`config.mk`:
```
export PLATFORM = sky130hd
export DESIGN_NAME = keypad_scan_ctrl
export DESIGN_NICKNAME = d
export VERILOG_FILES = /design/src/rtl/keypad_scan_ctrl.sv
export SDC_FILE = /design/constraint.sdc
export NUM_CORES = 1
export LEC_CHECK = 0
export BUFFER_PORTS_ARGS = -buffer_cell sky130_fd_sc_hd__buf_2
export CAP_MARGIN = 20
export CELL_PAD_IN_SITES_DETAIL_PLACEMENT = 0
export CELL_PAD_IN_SITES_GLOBAL_PLACEMENT = 1
export CORE_MARGIN = 1
export CORE_UTILIZATION = 45
export CTS_BUF_LIST = sky130_fd_sc_hd__clkbuf_2
export DETAILED_ROUTE_END_ITERATION = 10
export GPL_TIMING_DRIVEN = 0
export PLACE_DENSITY = 0.82
export SKIP_LAST_GASP = 1
export SLEW_MARGIN = 30
export SYNTH_ARGS = -nofsm -noshare
export SYNTH_HDL_FRONTEND = slang
export SYNTH_SLANG_ARGS = --single-unit
```
`constraint.sdc`:
```
create_clock -name clock -period 5.6 [get_ports clock]
set_input_delay 0.28 -clock clock [delete_from_list [all_inputs] [get_ports clock]]
set_output_delay 0.28 -clock clock [all_outputs]
set_load 0.01 [all_outputs]
```
`src/rtl/keypad_scan_ctrl.sv`:
```
// 3x4 telephone keypad scanner with frame debounce and a valid/ready key register.
// Define KEYPAD_AUTOREPEAT_EN to re-push a held key every REPEAT_FRAMES frames.
module keypad_scan_ctrl #(
    parameter int SCAN_CYCLES     = 4,
    parameter int DEBOUNCE_FRAMES = 3,
    parameter int REPEAT_FRAMES   = 8
) (
    input  logic       clock,
    input  logic       reset_n,
    input  logic [2:0] col,
    output logic [3:0] row,
    output logic       key_valid,
    output logic [3:0] key_code,
    input  logic       key_ready,
    output logic       overflow,
    input  logic       ovf_clr
);

    if (SCAN_CYCLES < 2 || SCAN_CYCLES > 16 ||
        DEBOUNCE_FRAMES < 1 || DEBOUNCE_FRAMES > 15 ||
        REPEAT_FRAMES < 1 || REPEAT_FRAMES > 255) begin : g_bad_param
        $error("keypad_scan_ctrl: parameter out of range");
    end

    typedef enum logic [1:0] {IDLE, DEBOUNCE, HELD} state_t;

    state_t     state, state_nxt;
    logic [3:0] slot;
    logic [1:0] idx;
    logic       sample, frame_end;
    logic [2:0] hits;
    logic [3:0] base, row_key, acc_key, frame_key;
    logic [1:0] row_cnt, acc_cnt;
    logic [2:0] total;
    logic       is_key, is_none, match;
    logic [3:0] cand, cnt, cnt_inc;
    logic       push, pop;

    assign sample    = (slot == 4'(SCAN_CYCLES - 1));
    assign frame_end = sample && (idx == 2'd3);
    assign row       = 4'b0001 << idx;

    // Row 3 only maps column b (key 0); a and c there are ignored.
    always_comb begin
        hits    = col & ((idx == 2'd3) ? 3'b010 : 3'b111);
        base    = {2'b00, idx} * 4'd3;
        row_cnt = 2'(hits[0]) + 2'(hits[1]) + 2'(hits[2]);
        row_key = 4'd0;
        if (idx == 2'd3)  row_key = 4'd0;
        else if (hits[0]) row_key = base + 4'd1;
        else if (hits[1]) row_key = base + 4'd2;
        else if (hits[2]) row_key = base + 4'd3;
    end

    assign total     = 3'(acc_cnt) + 3'(row_cnt);
    assign frame_key = (row_cnt != 2'd0) ? row_key : acc_key;
    assign is_key    = (total == 3'd1);
    assign is_none   = (total == 3'd0);
    assign match     = (frame_key == cand);
    assign cnt_inc   = cnt + 4'd1;
    assign pop       = key_valid && key_ready;

    always_ff @(posedge clock or negedge reset_n) begin
        if (!reset_n) begin
            slot    <= '0;
            idx     <= '0;
            acc_cnt <= '0;
            acc_key <= '0;
        end else if (sample) begin
            slot <= '0;
            idx  <= idx + 2'd1;
            if (frame_end) begin
                acc_cnt <= '0;
                acc_key <= '0;
            end else begin
                acc_cnt <= (total > 3'd2) ? 2'd2 : total[1:0];
                if (row_cnt != 2'd0) acc_key <= row_key;
            end
        end else begin
            slot <= slot + 4'd1;
        end
    end

`ifdef KEYPAD_AUTOREPEAT_EN
    logic [7:0] rep, rep_inc;
    logic       rep_push;
    assign rep_inc  = rep + 8'd1;
    assign rep_push = is_key && match && (rep_inc == 8'(REPEAT_FRAMES));

    always_ff @(posedge clock or negedge reset_n) begin
        if (!reset_n)
            rep <= '0;
        else if (frame_end) begin
            if (state != HELD || !(is_key && match)) rep <= '0;
            else if (rep_push)                       rep <= '0;
            else                                     rep <= rep_inc;
        end
    end
`else
    logic rep_push;
    assign rep_push = 1'b0;
`endif

    always_ff @(posedge clock or negedge reset_n) begin
        if (!reset_n) state <= IDLE;
        else          state <= state_nxt;
    end

    always_comb begin
        state_nxt = state;
        if (frame_end) begin
            unique case (state)
                IDLE: if (is_key)
                    state_nxt = (DEBOUNCE_FRAMES == 1) ? HELD : DEBOUNCE;
                DEBOUNCE:
                    if (!(is_key && match))               state_nxt = IDLE;
                    else if (cnt_inc == 4'(DEBOUNCE_FRAMES)) state_nxt = HELD;
                HELD: if (is_none) state_nxt = IDLE;
                default: state_nxt = IDLE;
            endcase
        end
    end

    always_comb begin
        push = 1'b0;
        if (frame_end) begin
            unique case (state)
                IDLE:     push = is_key && (DEBOUNCE_FRAMES == 1);
                DEBOUNCE: push = is_key && match &&
                                 (cnt_inc == 4'(DEBOUNCE_FRAMES));
                HELD:     push = rep_push;
                default:  push = 1'b0;
            endcase
        end
    end

    always_ff @(posedge clock or negedge reset_n) begin
        if (!reset_n) begin
            cand <= '0;
            cnt  <= '0;
        end else if (frame_end) begin
            if (state == IDLE && is_key) begin
                cand <= frame_key;
                cnt  <= 4'd1;
            end else if (state == DEBOUNCE) begin
                cnt <= (is_key && match) ? cnt_inc : 4'd0;
            end
        end
    end

    // A push while full keeps the unread code and flags the loss.
    always_ff @(posedge clock or negedge reset_n) begin
        if (!reset_n) begin
            key_valid <= 1'b0;
            key_code  <= '0;
            overflow  <= 1'b0;
        end else begin
            if (push && (!key_valid || pop)) begin
                key_valid <= 1'b1;
                key_code  <= frame_key;
            end else if (pop) begin
                key_valid <= 1'b0;
            end
            if (push && key_valid && !pop) overflow <= 1'b1;
            else if (ovf_clr)              overflow <= 1'b0;
        end
    end

endmodule

```
# Yosys cells after proc, flatten, opt, wreduce, memory -nomap -nowiden
# Cells that the tools add are included.
[classes] n_eq_ne=10 n_mul=1 n_lt_le_gt_ge=1 addsub=9 bitwise_logic=1 reduce_logical=20 shifts=1 n_div=0 muxes=24
[ops] operator="two-way mux 4 bit" n=10
[ops] operator="adder 4 x 1 -> 4 bit, second input constant" n=3
[ops] operator="two-way mux 2 bit" n=6
[ops] operator="adder 4 x 2 -> 4 bit, second input constant" n=2
[ops] operator="equality test 4 x 2 -> 1 bit, second input constant" n=2
[ops] operator="logical AND 1 bit" n=8
[ops] operator="nonzero test 2 bit" n=4
[ops] operator="two-way mux 1 bit" n=6
[ops] operator="one-hot mux 2 bit (3 select lines)" n=1
[ops] operator="equality test 2 bit, second input constant" n=2
[ops] operator="equality test 4 bit" n=1
[ops] operator="multiplier 2 x 2 -> 4 bit, second input constant" n=1
[ops] operator="!= test 2 bit, second input constant" n=2
[ops] operator="AND reduction 2 bit" n=2
[ops] operator="AND reduction 4 bit" n=1
[ops] operator="<< shifter 1 x 2 -> 4 bit, first input constant" n=1
[ops] operator="adder 2 x 2 -> 3 bit" n=1
[ops] operator="bitwise AND 3 bit" n=1
[ops] operator="equality test 3 x 1 -> 1 bit, second input constant" n=1
[ops] operator="greater-than comparator 3 x 2 -> 1 bit, second input constant" n=1
[ops] operator="logical NOT 3 bit" n=1
[ops] operator="two-way mux 3 bit" n=1
[ops] operator="!= test 3 bit, second input constant" n=1
[ops] operator="adder 1 x 1 -> 2 bit" n=1
[ops] operator="6 further kinds" n=7
[word_totals] memories=0 regBits=28 ramBits=0 output_inout_bits=10 latchBits=0 rom_bits=0

# Logic depth before layout (Yosys ltp)
[depth] word_depth=16 depth_mapped=12 depth_no_buf=11

# Worst setup path before layout
# Ideal clock, no wire load.
[synth_path] path_type="reg-to-reg" startpoint="reg idx[0]" endpoint="reg cnt[3]" required_ps=5477 setup_time_ps=123 arrival_time_ps=3027 slack_ps=2451 path_buffers=1 period_less_slack_ps=3149 path_stages_with_launch=13 path_cell_list="dfrtp_1 -> ha_1 -> buf_2 -> nor2_1 -> ha_1 -> ha_1 -> inv_1 -> fa_1 -> nand3_1 -> nor4_2 -> nor2_1 -> nand2_1 -> o21ai_1"
[synth_between] elab_chain_cells=13 elab_cells_between_ends=26 classes_between="add/sub: 6; mul: 1; eq/ne: 3; mux: 9; bitwise: 1; reduce/logical: 6"
[synth_rtl] element="from (decl)" line="29" source="logic [1:0] idx;"
[synth_rtl] element="from (signal assigned)" line="71" source="idx <= idx + 2'd1;"
[synth_rtl] element="parallel branches: the longest is 13 deep, another holds multiplier 2 x 2 -> 4 bit"
[synth_rtl] element="to (signal assigned)" line="146" source="cnt <= (is_key && match) ? cnt_inc : 4'd0;"
[synth_rtl] element="to (decl)" line="36" source="logic [3:0] cand, cnt, cnt_inc;"
# Parallel ways; which one is timed is not known. The select of a mux whose other input is x is not followed.
# A chain may end at the register's enable or synchronous reset.

# Final worst setup path
[layout_path] startpoint="reg idx[0]" endpoint="reg state[0]"
[layout_between] elab_chain_cells=12 elab_cells_between_ends=27 classes_between="add/sub: 6; mul: 1; eq/ne: 6; mux: 8; bitwise: 1; reduce/logical: 5"
[layout_rtl] element="parallel branches: the longest is 12 deep, another holds multiplier 2 x 2 -> 4 bit"
[layout_rtl] element="to (signal assigned)" line="106" source="else state <= state_nxt;"
[layout_rtl] element="to (decl)" line="27" source="state_t state, state_nxt;"
# Parallel ways; which one is timed is not known.

==> metrics.log <==
[metrics] outcome: finished clean
[metrics] critical register-to-register path endpoint: state[0]$_DFFE_PN0P_
[metrics] overall routed net length: 2.932 mm
[metrics] worst path cell trace: ha_1 > buf_2 > nor2_1 > ha_1 > ha_1 > inv_1 > fa_1 > nand3_1 > nor4_2 > nor2_1 > o21ai_0
[metrics] ratio of final minimum period to clock period: 64.02%
[metrics] remaining max-slew budget at the tightest pin: 43.75%
[metrics] switching part of the total power: 29.58%
[metrics] effective utilization at floorplan: 46.65%
[metrics] Bufs on Longest Clock Path: 2
[metrics] number of warning messages in the yosys log: 0
[metrics] number of enable flip-flop cells after synthesis: 0
[metrics] type of element capturing the critical path: flop
[metrics] total power divided by cell area: roughly 240 mW/mm^2
[metrics] total internal power: between 300 and 400 uW
[metrics] utilization of the core after routing: 51.85%
[metrics] Gates resized, CTS repair: 0
[metrics] maximum fanout along the worst path: 10
[metrics] switching power: 135.7 uW
[metrics] number of clock buffers inserted by TritonCTS: 3
[metrics] highest cell delay on the worst timing path: 740 ps
[metrics] die footprint: 0.004046 sq mm
[metrics] final worst hold slack: approximately 79 ps
[metrics] Worst Path Required: between 5000 and 6000 ps
[metrics] number of standard-cell rows in the floorplan: 22
[metrics] number of buffer and inverter stages on the critical path: 2
[metrics] PortBufs: 15
[metrics] total stage count of the critical path: 11
[metrics] library cell appearing most often on the critical path: sky130_fd_sc_hd__ha_1
[metrics] DP Area: 0.001843 sq mm
[metrics] Primary FF master, synth: sky130_fd_sc_hd__dfrtp_1
[metrics] max-slew violation total from the final report: 0
[metrics] average instance area after synthesis: 9.815 sq um
[metrics] proportion of layout cells with a drive suffix above 1: around 16%
[metrics] unrepaired setup endpoints after global routing: false
[metrics] type of the most critical hold path: in2reg
[metrics] Final GP Congestion: around 0.80
[metrics] final-report hold violation count: 0
[metrics] fraction of power consumed by combinational cells: a little over a fifth
[metrics] clock period minus worst slack: 3585 ps
[metrics] final setup violation count: 0
[metrics] commonest non-fill, non-tap cell in the layout: sky130_fd_sc_hd__dfrtp_1
[metrics] classification of the worst setup path: reg2reg
[metrics] post-layout instance area: 0.001898 sq mm
[metrics] post-route worst setup slack: 2015 ps
[metrics] clock latency on the worst-skew pair: 370 ps
[metrics] Clock Pin Slew Worst Setup and Hold Paths: 250 ps
[metrics] sort of element at the start of the critical path: flop
[metrics] CTS tree: built
[metrics] Worst Skew: 23.95 ps
[metrics] final antenna diode count: 0
[metrics] slowest library cell on the worst path: sky130_fd_sc_hd__nor4_2
[metrics] Core ar.: 0.003661 sq mm
[metrics] slew at the pin closest to its max-slew limit: 836.9 ps
[metrics] # nets final: approximately 210
[metrics] filler instances: roughly 350
[metrics] synthesis-to-layout area growth: 11.14%
[metrics] number of cells traversed by the worst register-to-register path: 11
[metrics] Crit Reg-Reg Startpoint: idx[0]$_DFFE_PN0N_
[metrics] relative contribution of the clock network to total power: 26.5%
[metrics] Max VDD drop: 0.1425 mV
[metrics] antenna viol nets, final: 0
[metrics] count of mapped cells out of synthesis: 174
[metrics] Pre-antenna DRT Iters: 4
[metrics] root buffer selected by CTS: sky130_fd_sc_hd__clkbuf_2
[metrics] sequential share of the synthesized area: between 40% and 50%
[metrics] via count of the first global-routing pass: between 1,000 and 1,500
[metrics] setup slack on the worst flop-to-flop path: 2020 ps
[metrics] # IOs: 17
[metrics] highest-count cells in the layout ignoring fill and taps: 28 x sky130_fd_sc_hd__dfrtp_1, 19 x sky130_fd_sc_hd__nand2_1, 16 x sky130_fd_sc_hd__inv_1, 16 x sky130_fd_sc_hd__buf_2, 11 x sky130_fd_sc_hd__ha_1
[metrics] synthesis-stage register bit count: 28
[metrics] number of antenna violations at the first check in global routing: 0
[metrics] DRC violation total after the first TritonRoute iteration: 84
[metrics] async set or reset register ratio after synthesis: 100.0%
[metrics] die boundary width: 63.61 um
[metrics] number of remaining DRC errors: 0
[metrics] HPWL after DPL: about 2.3 mm
[metrics] Sequential Power Share: between 50% and 60%
[metrics] global router's overall resource usage: 17.01%
[metrics] leakage: 0.8864 nW
[metrics] post-DR vias/cell: around 5.2
[metrics] total grt overflow: 0
[metrics] number of unique standard cell types used by synthesis: 37
[metrics] Critical path origin: idx[0]$_DFFE_PN0N_
[metrics] endpoint of the worst setup timing path: state[0]$_DFFE_PN0P_
[metrics] achievable clock frequency: 279.0 MHz
[metrics] Top Family by Delay on Critical Path: adder cells
[metrics] clock sink total: 28
[metrics] first-pass GRT wire length: 5.423 mm
[metrics] mapped cell area: 0.001708 sq mm
[metrics] total negative setup slack: 0 ps
[metrics] total number of vias: around 1,300
[metrics] maximum number of pins on one net before global-route repair: 29
[metrics] arrival time at the worst endpoint: roughly 3900 ps
[metrics] overall die height: 63.61 um
[metrics] deepest level of the CTS H-tree: 1
[metrics] count of maximum capacitance violations: 0
[metrics] syn_nets: 193
[metrics] routed length per instance: ~12 um
[metrics] Post-Place Worst Slack: between 2000 and 2500 ps
==> registers in the layout, summed over array words and instances, names as in the netlist <==
name and count:
state 2, key_code 4, cand 4, acc_key 4, cnt 4, overflow 1
key_valid 1, idx 2, acc_cnt 2, slot 4
==> cells by family after synthesis <==
group / after synthesis / synth area share, %
AO/OA/AOI/OAI: 39 / 15.97
XOR/XNOR: 14 / 7.180
adder cells (fa/ha/maj): 12 / 9.231
buffers and inverters: 19 / 4.908
flip-flops: 28 / 41.03
multiplexers: 6 / 3.517
AND/OR/NAND/NOR: 56 / 18.17
==> metrics by stage <==
stage               instances  power, mW
floorplan                 174     0.3169
global placement          237     0.3384
detailed placement        237     0.3406
CTS                       242     0.4643
global route              242     0.4867
finish                    242     0.4589
==> worst register-to-register path, delay by kind of cell (launching register included) <==
family	cells	cell delay, ps
DFF	1	570
AOI/OAI and AO/OA	1	220
buffers and inverters	2	290
adders and majority gates	4	1240
and+or+nand+nor	4	1220
==> timing repair <==
action	4_1_cts	5_1_grt
setup buffers	0	0
endpoints found under the hold margin	28	0
hold buffers	1	0
==> cell usage after synthesis, types with 2 or more instances <==
library cell                n  area [sq um]
sky130_fd_sc_hd__o22ai_1    3         18.77
sky130_fd_sc_hd__and3_1     4         25.02
sky130_fd_sc_hd__xor2_1     8         70.07
sky130_fd_sc_hd__inv_1     16         60.06
sky130_fd_sc_hd__ha_1      11         137.6
sky130_fd_sc_hd__nor3_1     4         20.02
sky130_fd_sc_hd__nand2_1   19         71.32
sky130_fd_sc_hd__nor2b_1    6         37.54
sky130_fd_sc_hd__nand3_1    6         30.03
sky130_fd_sc_hd__mux2i_1    6         60.06
sky130_fd_sc_hd__xnor2_1    6         52.55
sky130_fd_sc_hd__nor4_2     2         25.02
sky130_fd_sc_hd__o21ai_1    4         20.02
sky130_fd_sc_hd__dfrtp_1   28         700.7
sky130_fd_sc_hd__nand2b_1   2         12.51
sky130_fd_sc_hd__o21ai_0    9         45.04
sky130_fd_sc_hd__a21oi_1   10         50.05
sky130_fd_sc_hd__nor2_1     8         30.03
sky130_fd_sc_hd__a31oi_1    4         25.02
==> power by group through the flow <==
stage | Sequential (mW) | Combinational, mW | Clock, mW
2_1_floorplan | 0.240 | 0.0764 | 0
3_3_place_gp | 0.244 | 0.0943 | 0
3_5_place_dp | 0.245 | 0.0957 | 0
4_1_cts | 0.241 | 0.0975 | 0.125
5_1_grt | 0.243 | 0.110 | 0.133
6_report | 0.241 | 0.0961 | 0.122
==> final cells by class <==
| cell class | instances | area, sq um | area share (%) |
|---|---|---|---|
| inverter | 16 | 60.06 | 3.164 |
| clock inverter | 1 | 30.03 | 1.582 |
| sequential | 28 | 700.7 | 36.91 |
| timing repair buffer | 16 | 85.08 | 4.483 |
| clock buffer | 3 | 15.01 | 0.7910 |
| multi-input combinational | 127 | 923.4 | 48.65 |
| tap | 48 | 60.06 | 3.164 |
| buffer | 3 | 23.77 | 1.252 |
==> metal layers <==
metal  track usage, %  wire length [um]
met4            5.114                17
met1            22.04              1402
met2            28.86              1422
met5                0                 0
met3            2.717                90
==> how the worst min path moves through the flow <==
stage,from,endpoint,slack (ps),depth (start not counted)
2_1_floorplan,reset_n,acc_cnt[0]$_DFFE_PN0N_,-20,0
3_3_place_gp,reset_n,key_code[1]$_DFFE_PN0P_,330,1
3_5_place_dp,reset_n,key_code[3]$_DFFE_PN0P_,340,1
4_1_cts,ovf_clr,overflow$_DFFE_PN0P_,50,2
5_1_grt,ovf_clr,overflow$_DFFE_PN0P_,20,2
6_report,ovf_clr,overflow$_DFFE_PN0P_,80,2
No activity file was read; power rests on OpenSTA's default activity.
